`config.mk`:
```
export PLATFORM = sky130hd
export DESIGN_NAME = program_loader
export DESIGN_NICKNAME = d
export VERILOG_FILES = /design/src/rtl/program_loader.sv
export SDC_FILE = /design/constraint.sdc
export NUM_CORES = 1
export LEC_CHECK = 0
export BUFFER_PORTS_ARGS = -buffer_cell sky130_fd_sc_hd__buf_4
export CELL_PAD_IN_SITES_DETAIL_PLACEMENT = 0
export CELL_PAD_IN_SITES_GLOBAL_PLACEMENT = 1
export CORE_MARGIN = 1.5
export CORE_UTILIZATION = 49
export CTS_CLUSTER_DIAMETER = 200
export DETAILED_ROUTE_END_ITERATION = 6
export PLACE_DENSITY_LB_ADDON = 0.2
export SYNTH_ARGS = -nofsm -noshare
export SYNTH_HDL_FRONTEND = slang
export SYNTH_SLANG_ARGS = --single-unit
```
`constraint.sdc`:
```
create_clock -name i_clk -period 4.2 [get_ports i_clk]
set_input_delay 0.21 -clock i_clk [delete_from_list [all_inputs] [get_ports i_clk]]
set_output_delay 0.21 -clock i_clk [all_outputs]
set_load 0.02 [all_outputs]
```
`src/rtl/program_loader.sv`:
```
// Boot loader: parses a framed byte stream into imem words and dmem bytes, then raises core_ready.
// Write strobes are registered one cycle after the accepting edge; in_valid gaps stall assembly losslessly.
module program_loader #(
  parameter int IMEM_DEPTH = 256,
  parameter int DMEM_DEPTH = 1024,
  parameter int IA_W       = 8,
  parameter int DA_W       = 10
) (
  input  logic            i_clk,
  input  logic            i_rst_n,
  input  logic            i_start,
  input  logic            i_in_valid,
  input  logic [7:0]      i_in_byte,
  output logic            o_in_ready,
  output logic            o_imem_we,
  output logic [IA_W-1:0] o_imem_addr,
  output logic [31:0]     o_imem_wdata,
  output logic            o_dmem_we,
  output logic [DA_W-1:0] o_dmem_addr,
  output logic [7:0]      o_dmem_wdata,
  output logic            o_core_ready,
  output logic            o_error
);

  typedef enum logic [2:0] {S_HDR, S_INSTR, S_DATA, S_DONE, S_ERR} state_t;

  localparam logic [15:0] IMEM_LIM = 16'(IMEM_DEPTH);
  localparam logic [15:0] DMEM_LIM = 16'(DMEM_DEPTH);

  state_t            r_state;
  logic              r_armed;
  logic [1:0]        r_hdr_cnt;
  logic [1:0]        r_byte_cnt;
  logic [15:0]       r_icnt;
  logic [15:0]       r_dcnt;
  logic [15:0]       r_widx;
  logic [15:0]       r_didx;
  logic [23:0]       r_word;
  logic              r_imem_we;
  logic [IA_W-1:0]   r_imem_addr;
  logic [31:0]       r_imem_wdata;
  logic              r_dmem_we;
  logic [DA_W-1:0]   r_dmem_addr;
  logic [7:0]        r_dmem_wdata;
  logic              r_core_ready;
  logic              r_error;

  logic              w_accept;
  logic [15:0]       w_dcnt_full;
  logic [31:0]       w_word;

  // r_armed keeps in_ready low while reset is asserted even though the state is HDR.
  assign o_in_ready  = r_armed &&
                       (r_state == S_HDR || r_state == S_INSTR || r_state == S_DATA);
  assign w_accept    = i_in_valid && o_in_ready;
  assign w_dcnt_full = {r_dcnt[7:0], i_in_byte};
  assign w_word      = {r_word, i_in_byte};

  assign o_imem_we    = r_imem_we;
  assign o_imem_addr  = r_imem_addr;
  assign o_imem_wdata = r_imem_wdata;
  assign o_dmem_we    = r_dmem_we;
  assign o_dmem_addr  = r_dmem_addr;
  assign o_dmem_wdata = r_dmem_wdata;
  assign o_core_ready = r_core_ready;
  assign o_error      = r_error;

  always_ff @(posedge i_clk or negedge i_rst_n) begin
    if (!i_rst_n) begin
      r_state      <= S_HDR;
      r_armed      <= 1'b0;
      r_hdr_cnt    <= '0;
      r_byte_cnt   <= '0;
      r_icnt       <= '0;
      r_dcnt       <= '0;
      r_widx       <= '0;
      r_didx       <= '0;
      r_word       <= '0;
      r_imem_we    <= 1'b0;
      r_imem_addr  <= '0;
      r_imem_wdata <= '0;
      r_dmem_we    <= 1'b0;
      r_dmem_addr  <= '0;
      r_dmem_wdata <= '0;
      r_core_ready <= 1'b0;
      r_error      <= 1'b0;
    end else begin
      r_armed   <= 1'b1;
      r_imem_we <= 1'b0;
      r_dmem_we <= 1'b0;
      if ((r_state == S_DONE || r_state == S_ERR) && i_start) begin
        r_state      <= S_HDR;
        r_hdr_cnt    <= '0;
        r_byte_cnt   <= '0;
        r_icnt       <= '0;
        r_dcnt       <= '0;
        r_widx       <= '0;
        r_didx       <= '0;
        r_word       <= '0;
        r_imem_addr  <= '0;
        r_imem_wdata <= '0;
        r_dmem_addr  <= '0;
        r_dmem_wdata <= '0;
        r_core_ready <= 1'b0;
        r_error      <= 1'b0;
      end else begin
        case (r_state)
          S_HDR: begin
            if (w_accept) begin
              r_hdr_cnt <= r_hdr_cnt + 2'd1;
              if (r_hdr_cnt < 2'd2) r_icnt <= {r_icnt[7:0], i_in_byte};
              else                  r_dcnt <= w_dcnt_full;
              if (r_hdr_cnt == 2'd3) begin
                if (r_icnt > IMEM_LIM || w_dcnt_full > DMEM_LIM) begin
                  r_state <= S_ERR;
                  r_error <= 1'b1;
                end else if (r_icnt != 16'd0) begin
                  r_state <= S_INSTR;
                end else if (w_dcnt_full != 16'd0) begin
                  r_state <= S_DATA;
                end else begin
                  // Empty frame: no final strobe to wait for, so ready rises with the header.
                  r_state      <= S_DONE;
                  r_core_ready <= 1'b1;
                end
              end
            end
          end
          S_INSTR: begin
            if (w_accept) begin
              r_byte_cnt <= r_byte_cnt + 2'd1;
              r_word     <= w_word[23:0];
              if (r_byte_cnt == 2'd3) begin
                r_imem_we    <= 1'b1;
                r_imem_wdata <= w_word;
                r_imem_addr  <= r_widx[IA_W-1:0];
                r_widx       <= r_widx + 16'd1;
                if (r_widx == r_icnt - 16'd1)
                  r_state <= (r_dcnt != 16'd0) ? S_DATA : S_DONE;
              end
            end
          end
          S_DATA: begin
            if (w_accept) begin
              r_dmem_we    <= 1'b1;
              r_dmem_addr  <= r_didx[DA_W-1:0];
              r_dmem_wdata <= i_in_byte;
              r_didx       <= r_didx + 16'd1;
              if (r_didx == r_dcnt - 16'd1) r_state <= S_DONE;
            end
          end
          S_DONE:  r_core_ready <= 1'b1;
          S_ERR:   r_error      <= 1'b1;
          default: r_state      <= S_HDR;
        endcase
      end
    end
  end

endmodule

```
Word level (Yosys, flattened, before mapping)
Cells that the tools add are included.
{"block": "op_classes", "n_reduce_logical": 29, "muxes": 70, "n_eq_ne": 21, "order_cmp": 3, "addsub": 6}
{"operator": "16-bit two-way mux", "count": 15}
{"operator": "32-bit two-way mux", "count": 4}
{"operator": "24-bit two-way mux", "count": 3}
{"operator": "8-bit two-way mux", "count": 7}
{"operator": "16-bit nonzero test", "count": 3}
{"operator": "16-bit by 1-bit adder with 16-bit output, second input constant", "count": 2}
{"operator": "16-bit equality test", "count": 2}
{"operator": "16-bit by 1-bit subtractor with 16-bit output, second input constant", "count": 2}
{"operator": "10-bit two-way mux", "count": 3}
{"operator": "3-bit two-way mux", "count": 9}
{"operator": "1-bit two-way mux", "count": 19}
{"operator": "16-bit by 11-bit greater-than comparator with 1-bit output, second input constant", "count": 1}
{"operator": "16-bit by 9-bit greater-than comparator with 1-bit output, second input constant", "count": 1}
{"operator": "3-bit by 1-bit inequality test with 1-bit output, second input constant", "count": 5}
{"operator": "2-bit two-way mux", "count": 7}
{"operator": "3-bit case mux with 4 select lines", "count": 1}
{"operator": "2-bit nonzero test", "count": 6}
{"operator": "3-bit by 2-bit inequality test with 1-bit output, second input constant", "count": 3}
{"operator": "3-bit inequality test, second input constant", "count": 3}
{"operator": "3-bit AND reduction", "count": 3}
{"operator": "8-bit AND reduction", "count": 1}
{"operator": "3-bit by 2-bit equality test with 1-bit output, second input constant", "count": 2}
{"operator": "2-bit AND reduction", "count": 3}
{"operator": "6-bit AND reduction", "count": 1}
{"operator": "14 further kinds", "count": 23}
{"block": "totals", "input_bits": 12, "wordCells": 146, "register_bits": 158}

Longest topological paths before layout
Gate-level depths: netlist (run 1).
{"block": "depth", "depth_word": 8, "depth_mapped": 10}

Least setup slack after synthesis (run 1)
OpenSTA, ideal clock, no wires.
{"block": "synth_timing", "kind": "flip-flop to flip-flop", "startpoint": "register r_icnt[0]", "endpoint": "register r_state[0]", "n_path_buf": 0, "path_slack_ps": 1687, "period_less_slack_ps": 2513, "arrival_ps": 2366, "path_stages_with_launch": 10, "required_time_ps": 4054, "setup_time_ps": 146, "path_cell_list": "dfrtp_1 > inv_1 > ha_1 > nor4b_2 > nand3_1 > nor3_1 > xnor2_1 > nand4_1 > a2111oi_2 > o221ai_1"}
{"block": "synth_via", "elab_chain_cells": 7, "word_cells_on_any_way": 13, "cone_classes": "add/sub (1); order compare (1); eq/ne (2); mux (6); reduce/logical (3)"}
{"item": "start, declared", "line_no": "34", "text": "logic [15:0] r_icnt;"}
{"item": "start signal, assigned", "line_no": "111", "text": "if (r_hdr_cnt < 2'd2) r_icnt <= {r_icnt[7:0], i_in_byte};"}
{"item": "branches (longest 7 deep; another with 16-bit by 1-bit subtractor with 16-bit output)"}
{"item": "end signal, assigned", "line_no": "139", "text": "r_state <= (r_dcnt != 16'd0) ? S_DATA : S_DONE;"}
{"item": "end, declared", "line_no": "30", "text": "state_t r_state;"}
Several ways; the timed one is not identified. The select of a mux whose other input is x is not followed.
A chain may end at the register's enable or synchronous reset.

Worst setup path after layout (run 1)
{"block": "layout_timing", "startpoint": "register r_state[1]", "endpoint": "register r_widx[13]"}
{"block": "layout_via", "elab_chain_cells": 7, "word_cells_on_any_way": 16, "cone_classes": "eq/ne (4); mux (1); reduce/logical (11)"}
{"item": "3-bit by 1-bit equality test with 1-bit output or 3-bit zero test (tied branches)", "line_no": "54, 107"}
{"item": "1-bit logical OR (2 in a row)", "line_no": "54", "text": "(r_state == S_HDR || r_state == S_INSTR || r_state == S_DATA);"}
{"item": "1-bit logical AND", "line_no": "53", "text": "assign o_in_ready = r_armed &&"}
{"item": "1-bit logical AND", "line_no": "55", "text": "assign w_accept = i_in_valid && o_in_ready;"}
{"item": "2-bit nonzero test (no line)"}
{"item": "3-bit AND reduction (no line)"}
{"item": "end signal, assigned", "line_no": "137", "text": "r_widx <= r_widx + 16'd1;"}
{"item": "end, declared", "line_no": "36", "text": "logic [15:0] r_widx;"}
Several ways; a longest one is shown, not always the timed one.

==> impl_summary.txt, run 1 <==
----------------------------------------------------
[Logic synthesis]
  Most used standard cell by instance count after synthesis ... sky130_fd_sc_hd__nand2_1
  Largest family of logic cells by synthesized area ... simple AND/OR/NAND/NOR gates
  Average instance area after synthesis ... 9.438 um2
  Top cell type's share of synthesized area ... 52.04%
  Post-synthesis instance area ... 7597 um2
  Simple-gate portion of the synthesized area ... 19.81%
  Syn nets ... just over 800
  Fraction of the mapped netlist area in compound gates ... between 15 and 20%
  Number of warning messages in the yosys log ... 0
  Top area cells in the synthesized netlist ... sky130_fd_sc_hd__dfrtp_1, sky130_fd_sc_hd__nand2_1, sky130_fd_sc_hd__a22o_1
  Count of flip-flops with a built-in enable after synthesis ... 0
  Post-Synth Adder-Cell Area ... under 10%
  Dominant synthesized flop cell ... sky130_fd_sc_hd__dfrtp_1
  Flip-flop and latch count after synthesis ... 158
  Mapped Cells ... 805
  Synth top cells by count ... sky130_fd_sc_hd__nand2_1, sky130_fd_sc_hd__dfrtp_1, sky130_fd_sc_hd__a21oi_1
  Top cell type by total area after synthesis ... sky130_fd_sc_hd__dfrtp_1
  Netlist cell types ... 62
  Fraction of the yosys area taken by sequential cells ... 52.04%
  Xor-xnor portion of the synthesized cell area ... 7.493%
  Ys async rst share ... 100.0%
  Proportion of synthesized area in mux cells ... less than 1%

[Worst hold path]
  Sink of the worst hold path ... r_word[2]
  Hold Path Origin ... i_in_byte[2]
  Type of the worst min-delay path ... in2reg
  Worst hold path stage count ... 3

[STA]
  Worst Max-Slew Pin Slew ... 1.048 ns
  Final setup margin ... between 1 and 1.5 ns
  Final critical delay including setup and external delays ... 3.031 ns
  Fin crit share ... 72.16%
  Number of failing setup endpoints in the final timing report ... 0
  Hold Fails Final Rpt ... 0
  Final Skew ... 0.009348 ns
  Max-slew headroom ... 29.87%
  Setup repair after global routing missed its margin ... no
  Sum of negative setup slack ... 0 ns
  Maximum frequency from static timing analysis ... between 300 and 400 MHz
  Number of slew-limit violations in the final report ... 0

[Drt]
  Total DRC errors in the routed layout ... 0
  Violation count after the first detailed-routing iteration ... 525
  Routed length per instance ... 17.84 um
  DR vias/cell ... about 5.8
  Via Count ... 6118
  Pre-Repair DR Iteration Count ... 5
  Total wirelength of the detailed-routed design ... 18.81 mm
  Remaining antenna violation count after routing ... 0

[Worst setup path]
  Depth of the most critical reg-to-reg path ... 8
  Setup crit start kind ... flop
  Most prevalent standard cell on the critical path ... sky130_fd_sc_hd__or3_1
  Capturing point of the worst reg2reg path ... r_widx[13]
  Data required time at the worst endpoint ... 4.55 ns
  Cell class contributing the biggest share of worst-path delay ... simple AND/OR/NAND/NOR gates
  R2R setup slack ... 1.17 ns
  Maximum fanout along the worst path ... 28
  WP buf/inv ... 1
  Worst r2r src ... r_state[1]
  Path type of the worst setup path ... reg2reg
  Arrival @ worst endpoint ... around 3.4 ns
  Cell at the slowest stage of the critical path ... sky130_fd_sc_hd__or3_1
  Endpoint type of the worst setup path ... flop
  Worst stage delay on the critical path ... 0.54 ns
  Cells traversed along the worst timing path ... or3b_4 > nor2_8 > nand2_4 > clkinv_4 > nor2_4 > or3_1 > or3_1 > a21oi_1

[Floorplan]
  Vert. Die Dim ... 127.5 um
  DIE AREA ... 16260 um2
  Starting density of the core ... approximately half
  Row count ... 45
  IO Count ... 75
  Area of the core ... 15150 um2
  Width of the die ... 127.5 um

[Clock tree]
  Clock tree from TritonCTS ... yes
  Clock latency at the later pin of the worst-skew pair ... around 0.43 ns
  Clk pin slew, worst setup/hold paths ... about 0.070 ns
  Number of sinks driven by the clock tree ... 158
  Max H-tree Level ... 4
  Total of cells resized after clock tree synthesis ... 0
  Clk root buf ... sky130_fd_sc_hd__clkbuf_16
  Worst-case clock buffer depth ... 2
  Total clock buffers created by CTS ... 17

[Power]
  Overall power ... 4.571 mW
  Max VDD drop ... ~0.37 mV
  Leak ... 4.098 nW
  Pwr/cell area ... 519.0 nW/um2

[Global routing]
  GRT Util Overall ... 24.14%
  Antenna violations before repair ... 0
  Number of global-route vias before repair ... 5892
  Global-route wire length before repair ... 30.73 mm
  Total congestion overflow ... 0
  Pin count of the biggest net entering global routing ... 108

[Final layout]
  Area growth from synthesis to layout ... 15.93%
  Share of layout cells above drive strength 1 ... 15.01%
  Antenna fix cells ... 0
  Final nets ... 872
  Fillers ... around 1300

[Place]
  Worst slack after detailed placement ... ~1.2 ns
  Gp weighted congestion ... 0.8694
  Port bufs ... 74
  HPWL after detailed placement ... roughly 12 mm

[Status]
  Outcome ... completed

[Job]
  Reported max-cap violation count ... 0

----------------------------------------------------
==> worst reg2reg max path, stage by stage (launching register included) <==
cell and delay, ns:
sky130_fd_sc_hd__dfrtp_1 0.53, sky130_fd_sc_hd__or3b_4 0.51, sky130_fd_sc_hd__nor2_8 0.34, sky130_fd_sc_hd__nand2_4 0.29, sky130_fd_sc_hd__clkinv_4 0.12, sky130_fd_sc_hd__nor2_4 0.09, sky130_fd_sc_hd__or3_1 0.55, sky130_fd_sc_hd__or3_1 0.38
sky130_fd_sc_hd__a21oi_1 0.14
==> placed cells by master, fill, tap and decap left out, types with 10 or more instances in the layout <==
| master | n |
|---|---|
| sky130_fd_sc_hd__a21oi_1 | 79 |
| sky130_fd_sc_hd__a22o_1 | 48 |
| sky130_fd_sc_hd__buf_4 | 80 |
| sky130_fd_sc_hd__clkbuf_16 | 17 |
| sky130_fd_sc_hd__dfrtp_1 | 158 |
| sky130_fd_sc_hd__inv_1 | 12 |
| sky130_fd_sc_hd__nand2_1 | 166 |
| sky130_fd_sc_hd__nand3_1 | 22 |
| sky130_fd_sc_hd__nand4_1 | 12 |
| sky130_fd_sc_hd__nor2_1 | 52 |
| sky130_fd_sc_hd__nor3_1 | 13 |
| sky130_fd_sc_hd__nor4_1 | 10 |
| sky130_fd_sc_hd__o21ai_0 | 28 |
| sky130_fd_sc_hd__or3_1 | 11 |
| sky130_fd_sc_hd__xnor2_1 | 33 |
| sky130_fd_sc_hd__xor2_1 | 32 |
==> power breakdown <==
group / leakage (nW) / internal, mW / switching, mW
combinational: 1.65 / 0.479 / 0.760
sequential: 2.18 / 1.68 / 0.184
clock: 0.266 / 0.800 / 0.670
total: 4.10 / 2.96 / 1.61
==> metal layers <==
layer | global-route usage, % | part of all wire (%) | routed length (um) | vias to the layer above
met3 | 4.606 | 4.7 | 883 | 17
met4 | 6.551 | 1.2 | 221 | 0
met1 | 34.96 | 47 | 8881 | 3065
met2 | 37.39 | 47 | 8819 | 159
met5 | 0 | 0 | 0 | -
li1 | - | - | - | 2877
==> sequential cells by signal (all words and copies together), names as in the netlist <==
register      count
r_didx           16
r_widx           16
r_state           3
o_dmem_wdata      8
o_imem_wdata     32
r_word           24
r_hdr_cnt         2
o_imem_addr       8
o_error           1
o_imem_we         1
o_dmem_addr      10
o_dmem_we         1
r_dcnt           16
r_icnt           16
o_core_ready      1
r_byte_cnt        2
r_armed           1
==> kinds of logic after synthesis <==
logic type | count (synthesis)
muxes | 2
DFF | 158
AOI/OAI and AO/OA | 183
xor gates and xnor gates | 65
other | 1
buffers and inverters | 67
and+or+nand+nor | 322
adders and majority gates | 7
==> worst max path at each step <==
stage,to,slack [ns],startpoint,cells after the start
finish,r_widx[13],1.17,r_state[1],8
global route,r_widx[6],0.94,r_state[1],8
CTS,r_widx[13],1.17,r_state[1],8
detailed placement,r_widx[13],1.18,r_state[1],8
global placement,r_widx[13],1.30,r_state[1],8
floorplan,r_state[0],1.69,r_icnt[0],9
==> per-stage QoR <==
| step | cell area [um2] | instances | utilization [%] | hold WS (ns) |
|---|---|---|---|---|
| 2_1_floorplan | 7597 | 805 | - | -0.08559 |
| 3_3_place_gp | 8238 | 1021 | 54.39 | 0.3920 |
| 3_5_place_dp | 8238 | 1021 | 54.39 | 0.4050 |
| 4_1_cts | 8807 | 1054 | 58.15 | 0.06356 |
| 5_1_grt | 8807 | 1054 | 58.15 | 0.07862 |
| 6_report | 8807 | 1054 | 58.15 | 0.07570 |
==> repair_timing <==
action / in CTS / in global routing
endpoints found under the setup margin: 0 / 0
hold buffers: 1 / 0
setup buffers: 0 / 0
hold endpoints to repair: 105 / 0
==> final cells by class <==
cell class                      count  area [um2]  area share [%]
Clock inverter                     13       106.4           1.208
Inverter                           14       57.56          0.6535
Sequential cell                   158        3954           44.89
Clock buffer                       19       452.9           5.143
Timing Repair Buffer               82       621.8           7.061
Tap cell                          188       235.2           2.671
Multi-Input combinational cell    580        3379           38.37
Note: power is estimated with default switching activity, not from simulation.
==> run 2, diff against run 1 <==
--- a/config.mk
+++ b/config.mk
@@ -9,7 +9,7 @@
 export CELL_PAD_IN_SITES_DETAIL_PLACEMENT = 0
 export CELL_PAD_IN_SITES_GLOBAL_PLACEMENT = 1
 export CORE_MARGIN = 1.5
-export CORE_UTILIZATION = 49
+export CORE_UTILIZATION = 46
 export CTS_CLUSTER_DIAMETER = 200
 export DETAILED_ROUTE_END_ITERATION = 6
 export PLACE_DENSITY_LB_ADDON = 0.2
==> constraint.sdc (replaced) <==
create_clock -name i_clk -period 2.9 [get_ports i_clk]
set_input_delay 0.145 -clock i_clk [delete_from_list [all_inputs] [get_ports i_clk]]
set_output_delay 0.145 -clock i_clk [all_outputs]
set_load 0.02 [all_outputs]
==> impl_summary.txt, run 2 (synthesized netlist as in run 1, its figures left out) <==
----------------------------------------------------
[Worst setup path]
  Setup crit start kind ... flop
  Worst stage delay on the critical path ... 0.68 ns (+0.14 ns)
  R2R setup slack ... 0.26 ns (-0.91 ns)
  Cells traversed along the worst timing path ... or4_1 > nor4_1 > xnor2_1 > nand4_1 > o31ai_1 > a21oi_1 > nor3_1
  Endpoint type of the worst setup path ... flop
  Data required time at the worst endpoint ... 3.24 ns (-1.31 ns)
  Maximum fanout along the worst path ... 10 (-64%)
  Cell at the slowest stage of the critical path ... sky130_fd_sc_hd__or4_1
  Arrival @ worst endpoint ... 2.98 ns (-0.40 ns)
  Path type of the worst setup path ... reg2reg

[Clock tree]
  Total clock buffers created by CTS ... 17 (unchanged)
  Worst-case clock buffer depth ... 2 (unchanged)
  Clock latency at the later pin of the worst-skew pair ... 0.43 ns (about the same)
  Setup repair bufs after CTS ... 0 (unchanged)
  Max H-tree Level ... 4 (unchanged)
  Clk pin slew, worst setup/hold paths ... 0.07 ns (about the same)
  Clk root buf ... sky130_fd_sc_hd__clkbuf_16
  Clock tree from TritonCTS ... yes
  Number of sinks driven by the clock tree ... 158 (unchanged)

[Place]
  HPWL after detailed placement ... 13.00 mm (+4.4%)
  Port bufs ... 74 (unchanged)
  Placed Area ... 8353 um2 (+1.4%)
  Worst slack after detailed placement ... 0.2196 ns (-0.9633 ns)
  Gp weighted congestion ... 0.8431 (-3.0%)

[STA]
  Number of slew-limit violations in the final report ... 0 (unchanged)
  Final Skew ... 0.01114 ns (+0.001788 ns)
  Final critical delay including setup and external delays ... 2.643 ns (-0.3880 ns)
  Worst hold margin ... 0.01895 ns (-0.05675 ns)
  Fin crit share ... 91.13% (+19 points)
  Maximum frequency from static timing analysis ... 378.4 MHz (+15%)
  Hold Fails Final Rpt ... 0 (unchanged)
  Final setup margin ... 0.2573 ns (-0.9120 ns)
  Sum of negative setup slack ... 0 ns (unchanged)
  Number of failing setup endpoints in the final timing report ... 0 (unchanged)
  Max-slew headroom ... 56.54% (+27 points)
  Setup repair after global routing missed its margin ... no
  Worst Max-Slew Pin Slew ... 0.6519 ns (-0.3962 ns)

[Final layout]
  Share of layout cells above drive strength 1 ... 15.87% (+0.86 points)
  Final nets ... 882 (+1.1%)
  Most common library cell in the layout ignoring fill and taps ... sky130_fd_sc_hd__nand2_1
  Largest register FFs ... 32 (unchanged)
  Fin util ... 56.10% (-2.0 points)
  Leading cell types in the layout, fill and taps excluded ... sky130_fd_sc_hd__nand2_1, sky130_fd_sc_hd__dfrtp_1, sky130_fd_sc_hd__buf_4
  Area growth from synthesis to layout ... 18.15%
  Antenna fix cells ... 0 (unchanged)
  Final design area excluding fillers ... 8976 um2 (+1.9%)

[Drt]
  Via Count ... 6139 (+0.34%)
  Routed length per instance ... 17.57 um (-1.5%)
  Total wirelength of the detailed-routed design ... 19.19 mm (+2.1%)
  Violation count after the first detailed-routing iteration ... 445 (-15%)
  Pre-Repair DR Iteration Count ... 5 (unchanged)
  Remaining antenna violation count after routing ... 0 (unchanged)
  Total DRC errors in the routed layout ... 0 (unchanged)
  DR vias/cell ... 5.622 (-3.1%)

[Status]
  Outcome ... completed

[Power]
  Max VDD drop ... 0.5728 mV (+55%)
  Pwr/cell area ... 759.8 nW/um2 (+46%)
  Leak ... 4.183 nW (+2.1%)

[Global routing]
  GRT Util Overall ... 23.19% (-0.95 points)
  Global-route wire length before repair ... 32.02 mm (+4.2%)
  Pin count of the biggest net entering global routing ... 69 (-36%)
  Total congestion overflow ... 0 (unchanged)
  Antenna violations before repair ... 0 (unchanged)
  Number of global-route vias before repair ... 6058 (+2.8%)

[Floorplan]
  Row count ... 46 (+2.2%)
  Starting density of the core ... 47.48% (-2.7 points)
  Area of the core ... 16000 um2 (+5.6%)
  Width of the die ... 131.5 um (+3.1%)
  DIE AREA ... 17300 um2 (+6.4%)
  Vert. Die Dim ... 131.5 um (+3.1%)
  IO Count ... 75 (unchanged)

[Job]
  Reported max-cap violation count ... 0 (unchanged)

[Worst hold path]
  Type of the worst min-delay path ... in2reg

----------------------------------------------------
[run 2: cell types whose count changed in the layout (fill, tap and decap cells not counted), sizes merged]
cell | previous run | this run
buf | 81 | 90
bufinv | 0 | 1
clkbuf | 19 | 17
clkinv | 6 | 4
clkinvlp | 4 | 2
dlygate4sd3 | 1 | 2
inv | 17 | 22
[run 2: cell type report]
| cell class | count | area, um2 |
|---|---|---|
| clock inverters | 15 | 168.9 |
| clock buffers | 17 | 425.4 |
| fillers | 1461 | 7024 |
| inverters | 14 | 57.56 |
| repair buffers | 92 | 711.9 |
| multi-input cells | 580 | 3388 |
| well taps | 216 | 270.3 |
| flip-flops and latches | 158 | 3954 |
[run 2: per-stage QoR]
step | std cells | power (mW)
2_1_floorplan | 805 | 4.034
3_3_place_gp | 1058 | 4.545
3_5_place_dp | 1058 | 4.584
4_1_cts | 1092 | 6.857
5_1_grt | 1092 | 7.221
6_report | 1092 | 6.820
[run 2: power breakdown]
part	internal (mW)	total, mW	switching, mW
Clock	1.23	2.25	1.01
Combinational	0.760	1.89	1.13
Sequential	2.43	2.68	0.250
Total	4.42	6.82	2.40
[run 2: final timing paths]
kind                               endpoint  cells past startpoint    startpoint
setup / recovery                 r_state[2]                      7     r_dcnt[2]
max in group asynchronous         r_widx[4]                      3       i_rst_n
hold / removal              o_imem_wdata[2]                      3  i_in_byte[2]
hold reg to reg            o_imem_wdata[25]                      1    r_word[17]
min in group asynchronous        r_didx[13]                      2       i_rst_n
setup reg to reg                 r_state[2]                      7     r_dcnt[2]
[run 2: layer usage]
metal / vias to the layer above / part of all wire (%) / track usage (%)
met1: 3075 / 47 / 32.86
met3: 13 / 5.0 / 5.324
met2: 153 / 47 / 35.94
met4: 0 / 1.0 / 6.049
li1: 2898 / - / -
met5: - / 0 / 0
[run 2: critical path: cells and delay by family, from the launching register on]
kind	cells	cell delay [ns]
DFF	1	0.52
AOI/OAI and AO/OA	2	0.55
and+or+nand+nor	4	1.34
xor gates and xnor gates	1	0.16
[run 2: timing repair]
item,CTS,global route
setup endpoints to repair,0,3
resized for setup,0,1
hold buffers,2,0
endpoints found under the hold margin,67,0
==> run 3, diff against run 2 <==
==> config.mk (replaced) <==
export PLATFORM = sky130hd
export DESIGN_NAME = program_loader
export DESIGN_NICKNAME = d
export VERILOG_FILES = /design/src/rtl/program_loader.sv
export SDC_FILE = /design/constraint.sdc
export NUM_CORES = 1
export LEC_CHECK = 0
export CELL_PAD_IN_SITES_DETAIL_PLACEMENT = 0
export CELL_PAD_IN_SITES_GLOBAL_PLACEMENT = 1
export CORE_MARGIN = 1.5
export CORE_UTILIZATION = 49
export CTS_CLUSTER_DIAMETER = 200
export DETAILED_ROUTE_END_ITERATION = 6
export DONT_BUFFER_PORTS = 1
export PLACE_DENSITY_LB_ADDON = 0.2
export REMOVE_ABC_BUFFERS = 1
export SYNTH_ARGS = -nofsm -noshare
export SYNTH_HDL_FRONTEND = slang
export SYNTH_SLANG_ARGS = --single-unit
==> impl_summary.txt, run 3 (synthesized netlist as in run 1, its figures left out) <==
----------------------------------------------------
[Status]
  Outcome ... finished, violations left
  Failing checks ... negative hold slack

[Clock tree]
  Clock latency at the later pin of the worst-skew pair ... 0.43 ns (about the same)
  CTS Hold Bufs ... 9 (+7)
  Max H-tree Level ... 4 (unchanged)
  Number of sinks driven by the clock tree ... 158 (unchanged)
  Total clock buffers created by CTS ... 17 (unchanged)
  Clock tree from TritonCTS ... yes
  Worst-case clock buffer depth ... 2 (unchanged)
  Setup repair bufs after CTS ... 0 (unchanged)
  Clk root buf ... sky130_fd_sc_hd__clkbuf_16
  Clk pin slew, worst setup/hold paths ... 0.06 ns (about the same)

[Final layout]
  Share of layout cells above drive strength 1 ... 8.261% (-7.6 points)
  Fillers ... 1338 (-8.4%)
  Final design area excluding fillers ... 8474 um2 (-5.6%)
  Final nets ... 817 (-7.4%)
  Area growth from synthesis to layout ... 11.54%
  Antenna fix cells ... 0 (unchanged)
  Leading cell types in the layout, fill and taps excluded ... sky130_fd_sc_hd__nand2_1, sky130_fd_sc_hd__dfrtp_1, sky130_fd_sc_hd__a21oi_1
  Most common library cell in the layout ignoring fill and taps ... sky130_fd_sc_hd__nand2_1
  Largest register FFs ... 32 (unchanged)

[Global routing]
  GRT Util Overall ... 23.99% (+0.80 points)
  Total congestion overflow ... 0 (unchanged)
  Pin count of the biggest net entering global routing ... 159 (+130%)
  Antenna violations before repair ... 0 (unchanged)
  Global-route wire length before repair ... 30.55 mm (-4.6%)
  Number of global-route vias before repair ... 5673 (-6.4%)

[Worst setup path]
  Depth of the most critical reg-to-reg path ... 8 (+1)
  Cell depth of the worst setup path ... 8 (+1)
  Arrival @ worst endpoint ... 3.04 ns (+0.06 ns)
  Capturing point of the worst reg2reg path ... r_widx[9]
  Data required time at the worst endpoint ... 3.24 ns (about the same)
  Worst stage delay on the critical path ... 0.55 ns (-0.13 ns)
  Cell at the slowest stage of the critical path ... sky130_fd_sc_hd__dfrtp_1
  Worst setup path endpoint ... r_widx[9]
  Worst r2r src ... r_state[0]
  Endpoint type of the worst setup path ... flop
  Path type of the worst setup path ... reg2reg
  Most prevalent standard cell on the critical path ... sky130_fd_sc_hd__or3_1
  WP buf/inv ... 1 (+1)
  Maximum fanout along the worst path ... 23 (+13)
  R2R setup slack ... 0.19 ns (-0.06 ns)
  Startpoint of the worst setup timing path ... r_state[0]
  Setup crit start kind ... flop
  Cells traversed along the worst timing path ... or3b_4 > nor2_8 > nand2_4 > clkinv_4 > nor2_4 > or3_1 > or3_1 > a21oi_1
  Cell class contributing the biggest share of worst-path delay ... simple AND/OR/NAND/NOR gates

[Floorplan]
  Width of the die ... 127.5 um (-3.0%)
  IO Count ... 75 (unchanged)
  Vert. Die Dim ... 127.5 um (-3.0%)
  Area of the core ... 15150 um2 (-5.3%)
  Starting density of the core ... 50.16% (+2.7 points)
  DIE AREA ... 16260 um2 (-6.0%)
  Row count ... 45 (-2.2%)

[STA]
  Setup repair after global routing missed its margin ... no
  Worst hold margin ... -0.5852 ns (-0.6041 ns)
  Number of slew-limit violations in the final report ... 0 (unchanged)
  Final critical delay including setup and external delays ... 2.706 ns (+0.06290 ns)
  Max-slew headroom ... 54.44% (-2.1 points)
  Maximum frequency from static timing analysis ... 369.6 MHz (-2.3%)
  Fin crit share ... 93.30% (+2.2 points)
  Worst Max-Slew Pin Slew ... 0.6834 ns (+0.03156 ns)
  Hold Fails Final Rpt ... 158 (+158)
  Final Skew ... 0.008058 ns (-0.003078 ns)
  Number of failing setup endpoints in the final timing report ... 0 (unchanged)

[Power]
  Leak ... 3.837 nW (-8.3%)
  Max VDD drop ... 0.5363 mV (-6.4%)
  Pwr/cell area ... 793.9 nW/um2 (+4.5%)
  Overall power ... 6.727 mW (-1.4%)

[Drt]
  Routed met1 length ... 8.827 mm (-2.2%)
  Met2 Routed Length ... 8.410 mm (-6.7%)
  Total wirelength of the detailed-routed design ... 18.65 mm (-2.8%)
  Via Count ... 5903 (-3.8%)
  Pre-Repair DR Iteration Count ... 5 (unchanged)
  Remaining antenna violation count after routing ... 0 (unchanged)
  DR vias/cell ... 5.909 (+5.1%)
  Total DRC errors in the routed layout ... 0 (unchanged)
  Routed wl met3 ... 1.243 mm (+29%)
  Violation count after the first detailed-routing iteration ... 429 (-3.6%)
  Routed length per instance ... 18.66 um (+6.2%)
  Highest metal layer used by the detailed router ... met4

[Place]
  Gp weighted congestion ... 0.8329 (-1.2%)
  Port bufs ... 0 (-100%)
  HPWL after detailed placement ... 11.73 mm (-9.8%)
  Placed Area ... 7761 um2 (-7.1%)

[Worst hold path]
  Type of the worst min-delay path ... in2async

[Job]
  Reported max-cap violation count ... 0 (unchanged)

----------------------------------------------------
==> run 3: layout make-up <==
class	instances	area, um2	area share [%]
Timing Repair Buffer	27	225.2	2.658
Sequential cell	158	3954	46.66
Clock buffer	19	452.9	5.345
Inverter	14	57.56	0.6792
Multi-Input combinational cell	580	3395	40.06
Tap cell	188	235.2	2.776
Clock inverter	13	155.1	1.831
==> run 3: repair_timing <==
| item | 4_1_cts | 5_1_grt |
|---|---|---|
| endpoints found under the setup margin | 0 | 2 |
| resized for setup | 0 | 2 |
| endpoints found under the hold margin | 200 | 158 |
==> run 3: report_power, final <==
| group | switching, mW | internal (mW) |
|---|---|---|
| combinational | 1.01 | 0.701 |
| clock | 0.954 | 1.34 |
| sequential | 0.294 | 2.43 |
==> run 3: worst register-to-register path, stage by stage, from the launching register on <==
cell and delay [ns]:
sky130_fd_sc_hd__dfrtp_1 0.55, sky130_fd_sc_hd__or3b_4 0.48, sky130_fd_sc_hd__nor2_8 0.12, sky130_fd_sc_hd__nand2_4 0.07
sky130_fd_sc_hd__clkinv_4 0.17, sky130_fd_sc_hd__nor2_4 0.15, sky130_fd_sc_hd__or3_1 0.53, sky130_fd_sc_hd__or3_1 0.40
sky130_fd_sc_hd__a21oi_1 0.16
==> run 3: layer usage <==
metal	vias to the layer above	GRT usage (%)
li1	2765	-
met1	2976	35.08
met2	149	34.69
met3	13	7.035
met4	0	6.885
met5	-	0
==> run 3: through the flow <==
step / hold slack (ns) / cells / setup TNS [ns] / worst slack [ns] / util [%]
6_report: -0.5852 / 999 / 0 / 0.1944 / 55.95
5_1_grt: -0.6024 / 999 / 0 / 0.05569 / 55.95
4_1_cts: -0.5967 / 999 / 0 / 0.1889 / 55.85
3_5_place_dp: -0.1430 / 958 / 0 / 0.2041 / 51.24
3_3_place_gp: -0.1427 / 958 / 0 / 0.3361 / 51.24
2_1_floorplan: -0.1506 / 752 / -160.26 / -1.883 / -
==> run 3: worst min path at each step <==
stage,start,end,depth (start not counted)
finish,i_rst_n,o_dmem_wdata[1],0
global placement,i_rst_n,r_didx[14],0
CTS,i_rst_n,o_dmem_addr[3],0
global route,i_rst_n,o_dmem_wdata[1],0
detailed placement,i_rst_n,r_didx[14],0
floorplan,i_rst_n,o_core_ready,0
